===== src/rtl/pe_send_sched.sv =====
// Round-robin send scheduler: grants one of NUM_PE requesters the network interface,
// runs the send-request/ack handshake with timeout, then paces the payload words.
module pe_send_sched #(
  parameter int NUM_PE      = 4,
  parameter int DATA_W      = 32,
  parameter int ACK_TIMEOUT = 255
) (
  input  logic                     clk,
  input  logic                     rst,
  input  logic [7:0]               local_id,
  input  logic [NUM_PE-1:0]        pe_req,
  input  logic [NUM_PE*8-1:0]      pe_dst,
  input  logic [NUM_PE*6-1:0]      pe_len,
  input  logic [NUM_PE*6-1:0]      pe_id,
  input  logic [NUM_PE*DATA_W-1:0] pe_data,
  input  logic [NUM_PE-1:0]        pe_data_valid,
  output logic [NUM_PE-1:0]        pe_grant,
  output logic [NUM_PE-1:0]        pe_data_ready,
  output logic [NUM_PE-1:0]        pe_done,
  output logic [NUM_PE-1:0]        pe_err,
  output logic                     o_comm_send_req,
  input  logic                     i_comm_send_ack,
  input  logic                     i_if_ready,
  output logic                     o_data_valid,
  output logic [DATA_W-1:0]        o_data,
  output logic [7:0]               o_src,
  output logic [7:0]               o_dst,
  output logic [5:0]               o_seq_len,
  output logic [5:0]               o_id,
  output logic                     busy
);
  localparam int OW = (NUM_PE > 1) ? $clog2(NUM_PE) : 1;

  typedef enum logic [1:0] {S_IDLE, S_REQ, S_SEND, S_DONE} state_t;

  state_t            r_state, w_state_next;
  logic [NUM_PE-1:0] r_grant, w_grant_next;
  logic [OW-1:0]     r_owner, w_owner_next;
  logic [OW-1:0]     r_last, w_last_next;
  logic              r_req, w_req_next;
  logic              r_tout, w_tout_next;
  logic [5:0]        r_cnt, w_cnt_next;
  logic [7:0]        r_wait, w_wait_next;
  logic [7:0]        r_src, w_src_next;
  logic [7:0]        r_dst, w_dst_next;
  logic [5:0]        r_len, w_len_next;
  logic [5:0]        r_id, w_id_next;

  logic [7:0]        w_dst [NUM_PE];
  logic [5:0]        w_len [NUM_PE];
  logic [5:0]        w_id  [NUM_PE];
  logic [DATA_W-1:0] w_data[NUM_PE];

  genvar gi;
  generate
    for (gi = 0; gi < NUM_PE; gi++) begin : g_unpack
      assign w_dst[gi]  = pe_dst[gi*8 +: 8];
      assign w_len[gi]  = pe_len[gi*6 +: 6];
      assign w_id[gi]   = pe_id[gi*6 +: 6];
      assign w_data[gi] = pe_data[gi*DATA_W +: DATA_W];
    end
  endgenerate

  // Round-robin search begins one past the previous owner and wraps.
  logic          w_found;
  logic [OW-1:0] w_pick;
  logic [OW:0]   w_idx;
  always_comb begin
    w_found = 1'b0;
    w_pick  = '0;
    w_idx   = '0;
    for (int k = 1; k <= NUM_PE; k++) begin
      w_idx = {1'b0, r_last} + (OW+1)'(k);
      if (w_idx >= (OW+1)'(NUM_PE))
        w_idx = w_idx - (OW+1)'(NUM_PE);
      if (!w_found && pe_req[w_idx[OW-1:0]]) begin
        w_found = 1'b1;
        w_pick  = w_idx[OW-1:0];
      end
    end
  end

  logic w_xfer;
  assign o_data_valid = (r_state == S_SEND) && pe_data_valid[r_owner] && (r_cnt != 6'd0);
  assign w_xfer       = o_data_valid && i_if_ready;

  always_comb begin
    w_state_next = r_state;
    w_grant_next = r_grant;
    w_owner_next = r_owner;
    w_last_next  = r_last;
    w_req_next   = r_req;
    w_tout_next  = r_tout;
    w_cnt_next   = r_cnt;
    w_wait_next  = r_wait;
    w_src_next   = r_src;
    w_dst_next   = r_dst;
    w_len_next   = r_len;
    w_id_next    = r_id;
    case (r_state)
      S_IDLE: begin
        if (w_found) begin
          w_owner_next = w_pick;
          w_grant_next = NUM_PE'(1) << w_pick;
          w_src_next   = local_id;
          w_dst_next   = w_dst[w_pick];
          w_len_next   = w_len[w_pick];
          w_id_next    = w_id[w_pick];
          w_tout_next  = 1'b0;
          w_wait_next  = '0;
          if (w_len[w_pick] != 6'd0) begin
            w_state_next = S_REQ;
            w_req_next   = 1'b1;
          end else begin
            w_state_next = S_DONE;
          end
        end
      end
      S_REQ: begin
        // An ack arriving on the final allowed cycle still wins over the timeout.
        if (i_comm_send_ack) begin
          w_req_next   = 1'b0;
          w_cnt_next   = r_len;
          w_state_next = S_SEND;
        end else if (r_wait == 8'(ACK_TIMEOUT - 1)) begin
          w_req_next   = 1'b0;
          w_tout_next  = 1'b1;
          w_state_next = S_DONE;
        end else begin
          w_wait_next = r_wait + 8'd1;
        end
      end
      S_SEND: begin
        if (w_xfer) begin
          w_cnt_next = r_cnt - 6'd1;
          if (r_cnt == 6'd1)
            w_state_next = S_DONE;
        end
      end
      default: begin
        w_grant_next = '0;
        w_last_next  = r_owner;
        w_wait_next  = '0;
        w_state_next = S_IDLE;
      end
    endcase
  end

  always_ff @(posedge clk) begin
    if (rst) begin
      r_state <= S_IDLE;
      r_grant <= '0;
      r_owner <= '0;
      r_last  <= OW'(NUM_PE - 1);
      r_req   <= 1'b0;
      r_tout  <= 1'b0;
      r_cnt   <= '0;
      r_wait  <= '0;
      r_src   <= '0;
      r_dst   <= '0;
      r_len   <= '0;
      r_id    <= '0;
    end else begin
      r_state <= w_state_next;
      r_grant <= w_grant_next;
      r_owner <= w_owner_next;
      r_last  <= w_last_next;
      r_req   <= w_req_next;
      r_tout  <= w_tout_next;
      r_cnt   <= w_cnt_next;
      r_wait  <= w_wait_next;
      r_src   <= w_src_next;
      r_dst   <= w_dst_next;
      r_len   <= w_len_next;
      r_id    <= w_id_next;
    end
  end

  assign pe_grant        = r_grant;
  assign o_comm_send_req = r_req;
  assign o_src           = r_src;
  assign o_dst           = r_dst;
  assign o_seq_len       = r_len;
  assign o_id            = r_id;
  assign busy            = (r_state != S_IDLE);
  assign o_data          = (r_state == S_SEND) ? w_data[r_owner] : '0;
  assign pe_data_ready   = ((r_state == S_SEND) && i_if_ready) ? r_grant : '0;
  assign pe_done         = ((r_state == S_DONE) && !r_tout) ? r_grant : '0;
  assign pe_err          = ((r_state == S_DONE) && r_tout) ? r_grant : '0;

endmodule


===== config.mk =====
export PLATFORM = sky130hd
export DESIGN_NAME = pe_send_sched
export DESIGN_NICKNAME = d
export VERILOG_FILES = /design/src/rtl/pe_send_sched.sv
export SDC_FILE = /design/constraint.sdc
export NUM_CORES = 1
export LEC_CHECK = 0
export CAP_MARGIN = 20
export CORE_AREA = 5 5 115 117
export CTS_BUF_LIST = sky130_fd_sc_hd__clkbuf_8
export DETAILED_ROUTE_END_ITERATION = 12
export DIE_AREA = 0 0 120 122
export PLACE_DENSITY_LB_ADDON = 0.15
export SYNTH_ARGS = -nofsm -noshare
export SYNTH_HDL_FRONTEND = slang
export SYNTH_SLANG_ARGS = --single-unit

===== constraint.sdc =====
create_clock -name clk -period 2.7 [get_ports clk]
set_input_delay 0.405 -clock clk [delete_from_list [all_inputs] [get_ports clk]]
set_output_delay 0.405 -clock clk [all_outputs]
set_load 0.005 [all_outputs]

==> parameters.txt, run 1 <==
Parameter                              Value

Timing
  Unrepaired setup endpoints after global routing ... false
  Final setup violation count ... 0
  Fmax ... about 0.39 GHz
  Clock skew ... approximately 0.013 ns
  Min Hold Slack ... around 0.46 ns
  Tightest Pin Transition ... just under 0.6 ns
  Headroom to the max-slew limit ... between 60% and 70%
  Part of the cycle the worst path needs ... between 90% and 100%
  Tmin final ... about 2.6 ns
  Hold Vio Cnt, Final ... 0
  Number of max-slew violations in the final report ... 0

Global routing
  Busiest layer in global routing ... met2
  Met1 demand-to-capacity share in global routing ... between 20 and 30%
  GRT Residual Overflow ... 0
  All-layer global routing usage ... 23.4%
  Met2 routing resource usage after global routing ... 42.4%
  First-pass GRT wire length ... ~27000 um
  Pin count of the biggest net entering global routing ... 35
  Number of antenna violations at the first check in global routing ... 1
  Met3 track demand over resource in global routing ... under 10%
  Number of global-route vias before repair ... just over 5000

Pwr
  Internal portion of total power ... approximately 2.9 mW
  Clk pwr share ... 12.4%
  Switching power of the nets ... between 1.5 and 2 mW
  Leak pwr ... slightly below 3 nW
  Proportion of total power due to net switching ... 37.7%
  Worst IR drop on VDD ... 0.308 mV
  Combinational share of power ... around three fifths
  PD cells ... about 610 nW/um^2
  Portion of total power attributed to sequential cells ... a little over a quarter

Placement
  Post-detailed-placement half-perimeter wirelength ... between 15000 and 20000 um
  Inst Count DP ... around 950
  Routability congestion estimate ... roughly 0.86
  Count of buffers inserted at the top-level ports ... approximately 300

Logic synthesis
  Yosys warnings ... 0
  Top cells by count, synth ... 109 x nand2_1, 54 x dfxtp_1, 46 x nand3_1, 41 x a21oi_1, 38 x and2_1
  Average footprint of a synthesized cell ... 8.14 um^2
  Largest cells by area after synthesis ... dfxtp_1 26%, mux4_2 18%, nand2_1 9.9%
  Post-synth EDFFs ... 0
  Synth Net Count ... between 700 and 800
  Top-area cell type share of the netlist area ... a little over a quarter
  Post-synthesis cell area ... around 4100 um^2
  Post-synthesis cell type with the largest combined area ... dfxtp_1
  Sequential cell area fraction in the yosys report ... between 20% and 30%
  Seq cells post-synth ... 54
  Async set or reset register ratio after synthesis ... 0%
  Predominant post-synthesis flop cell ... dfxtp_1
  Most common cell in the synthesized netlist ... nand2_1
  Cells after Synth ... roughly 500
  Number of unique standard cell types used by synthesis ... 51

Detailed routing
  Final Routed Wirelength ... 18000 um
  Drt via density ... just over 5
  Post-route antenna net violation count ... 0
  Number of DRC violations after detailed routing ... 0
  Vias ... ~5000
  Number of design-rule violations left by the first detailed-router iteration ... 256
  Total iterations of the first detailed-routing run ... 4
  Routed length per instance ... 18.7 um

Finish
  Number of fillers in the final layout ... 1054
  Utilization of the core after routing ... 62.2%
  Number of cells in the finished layout apart from fillers ... around 960
  Count of nets after finishing ... around 1000
  Footprint of the multi-input gates ... 2900 um^2
  Total area of sequential cells ... around 1100 um^2
  Fraction of layout cells with a size suffix above 1 ... around a tenth
  Area Growth Syn to Fin ... 83.7%

Die
  Overall die height ... approximately 120 um
  Die area ... around 15000 um^2
  Die Width ... between 100 and 150 um
  Boundary pin count ... 307
  Row Count ... between 40 and 50
  Placeable core area ... between 10000 and 15000 um^2
  Initial core utilization ... roughly 34%

Worst setup path
  CP Data Required Time ... 2.30 ns
  Startpoint class of the critical path ... input port
  Maximum net fanout on the critical path ... 2
  Critical Path AT ... ~2.2 ns
  Kind of end point of the critical path ... output pin
  Worst Setup Path Type ... in2out

Clock tree
  Buffer depth of the longest clock path ... 2
  Worst-Skew Late Latency ... around 0.32 ns
  Number of buffers inserted for hold repair after clock tree synthesis ... 0
  Clock root buffer ... clkbuf_8
  Clock-pin slew reported for the worst setup and hold paths after clock tree synthesis ... roughly 0.11 ns
  Deepest level of the CTS H-tree ... 2
  Count of clock tree sinks ... 54
  TritonCTS clock tree ... built
  Clock buffers created by TritonCTS ... 5

Worst hold path
  Min-delay worst type ... reg2reg

Run status
  Run status ... finished clean

Job
  Number of maximum-capacitance violations ... 0
[cell families after synthesis]
kind of cell | count (synthesis) | synth area share, %
muxes | 55 | 23.3
buffers and inverters | 46 | 4.40
xor gates and xnor gates | 7 | 1.48
AOI/OAI and AO/OA | 70 | 11.3
DFF | 54 | 26.1
and+or+nand+nor | 269 | 30.7
adders and majority gates | 9 | 2.71
[power groups by stage]
stage,Clock (mW),Sequential (mW),Combinational [mW]
global route,0.614,1.28,3.06
global placement,0,1.25,2.75
finish,0.573,1.24,2.80
detailed placement,0,1.26,2.80
CTS,0.577,1.24,2.81
floorplan,0,1.20,1.54
[cell type report]
cell class	instances	area share (%)
diodes	1	0.0328
clock buffers	5	0.903
clock inverters	3	0.575
inverters	8	0.394
multi-input cells	410	38.1
flip-flops and latches	54	14.2
well taps	150	2.46
repair buffers	333	43.4
[cells in the final DEF, fill, tap and decap left out, types with 2 or more instances in the layout]
| cell type | netlist | layout |
|---|---|---|
| and4_1 | 2 | 2 |
| a211o_1 | 2 | 2 |
| clkdlybuf4s50_1 | 0 | 304 |
| nand3_1 | 46 | 46 |
| nor2_1 | 35 | 35 |
| mux4_2 | 33 | 33 |
| dfxtp_1 | 54 | 53 |
| nor2b_1 | 6 | 6 |
| mux2i_1 | 20 | 20 |
| o21ai_0 | 2 | 2 |
| nand2_1 | 109 | 109 |
| xor2_1 | 6 | 6 |
| o21a_1 | 2 | 2 |
| a211oi_1 | 3 | 3 |
| clkbuf_8 | 0 | 5 |
| buf_12 | 0 | 3 |
| buf_4 | 0 | 23 |
| ha_1 | 9 | 9 |
| and3_1 | 9 | 9 |
| inv_1 | 8 | 8 |
| or3_1 | 2 | 2 |
| nand2b_1 | 6 | 6 |
| and2_1 | 38 | 38 |
| a21oi_1 | 41 | 40 |
| a32oi_1 | 4 | 4 |
| nand4_1 | 5 | 5 |
| nor3_1 | 5 | 4 |
[worst paths after layout]
| kind | start | depth (start not counted) | slack, ns | end |
|---|---|---|---|---|
| worst max-delay path | pe_data_valid[2] | 5 | 0.12 | o_data_valid |
| worst min-delay path | o_src[1] | 2 | 0.46 | o_src[1] |
| worst max register to register | r_last[1] | 8 | 0.32 | o_comm_send_req |
| worst min register to register | o_src[1] | 2 | 0.46 | o_src[1] |
[state kept, by name (all words and copies together), names as in the netlist]
name and count:
o_comm_send_req 1, o_dst 8, o_id 6, o_seq_len 6
o_src 8, pe_grant 4, r_cnt 6, r_last 2
r_owner 2, r_state 2, r_tout 1, r_wait 8
[routing by layer]
layer	vias up	routed length (um)	share of wire, %
met2	239	9330	52
met3	29	1770	9.8
li1	2412	-	-
met4	0	537	3.0
met5	-	0	0
met1	2279	6390	35
[timing repair]
item	in CTS	in global routing
endpoints found under the setup margin	1	6
pin swaps	0	4
gates cloned	0	0
setup buffers	0	4
resized for setup	1	4
[per-stage QoR]
stage                     power [mW]  instance area [um^2]  setup TNS (ns)  setup WS, ns
after detailed placement        4.06                  7460          -0.650        -0.412
after CTS                       4.63                  7580               0        0.0120
after floorplan                 2.74                  4150               0         0.254
after global routing            4.96                  7620               0        0.0134
after global placement          4.00                  7460          -0.476        -0.313
final                           4.61                  7620               0         0.116
[critical path, cell delays in order]
cell             delay [ns]
clkdlybuf4s50_1        0.42
mux4_2                 0.51
a21boi_0               0.17
and2_1                 0.20
clkdlybuf4s50_1        0.47
Power figures use the tool's default switching activity.
==> run 2: changes to the inputs <==
--- a/config.mk
+++ b/config.mk
@@ -11,6 +11,7 @@
 export DETAILED_ROUTE_END_ITERATION = 12
 export DIE_AREA = 0 0 120 122
 export PLACE_DENSITY_LB_ADDON = 0.15
+export SLEW_MARGIN = 20
 export SYNTH_ARGS = -nofsm -noshare
 export SYNTH_HDL_FRONTEND = slang
 export SYNTH_SLANG_ARGS = --single-unit
==> results of run 2 <==
Final layout, timing and power as in run 1 (identical DEF).
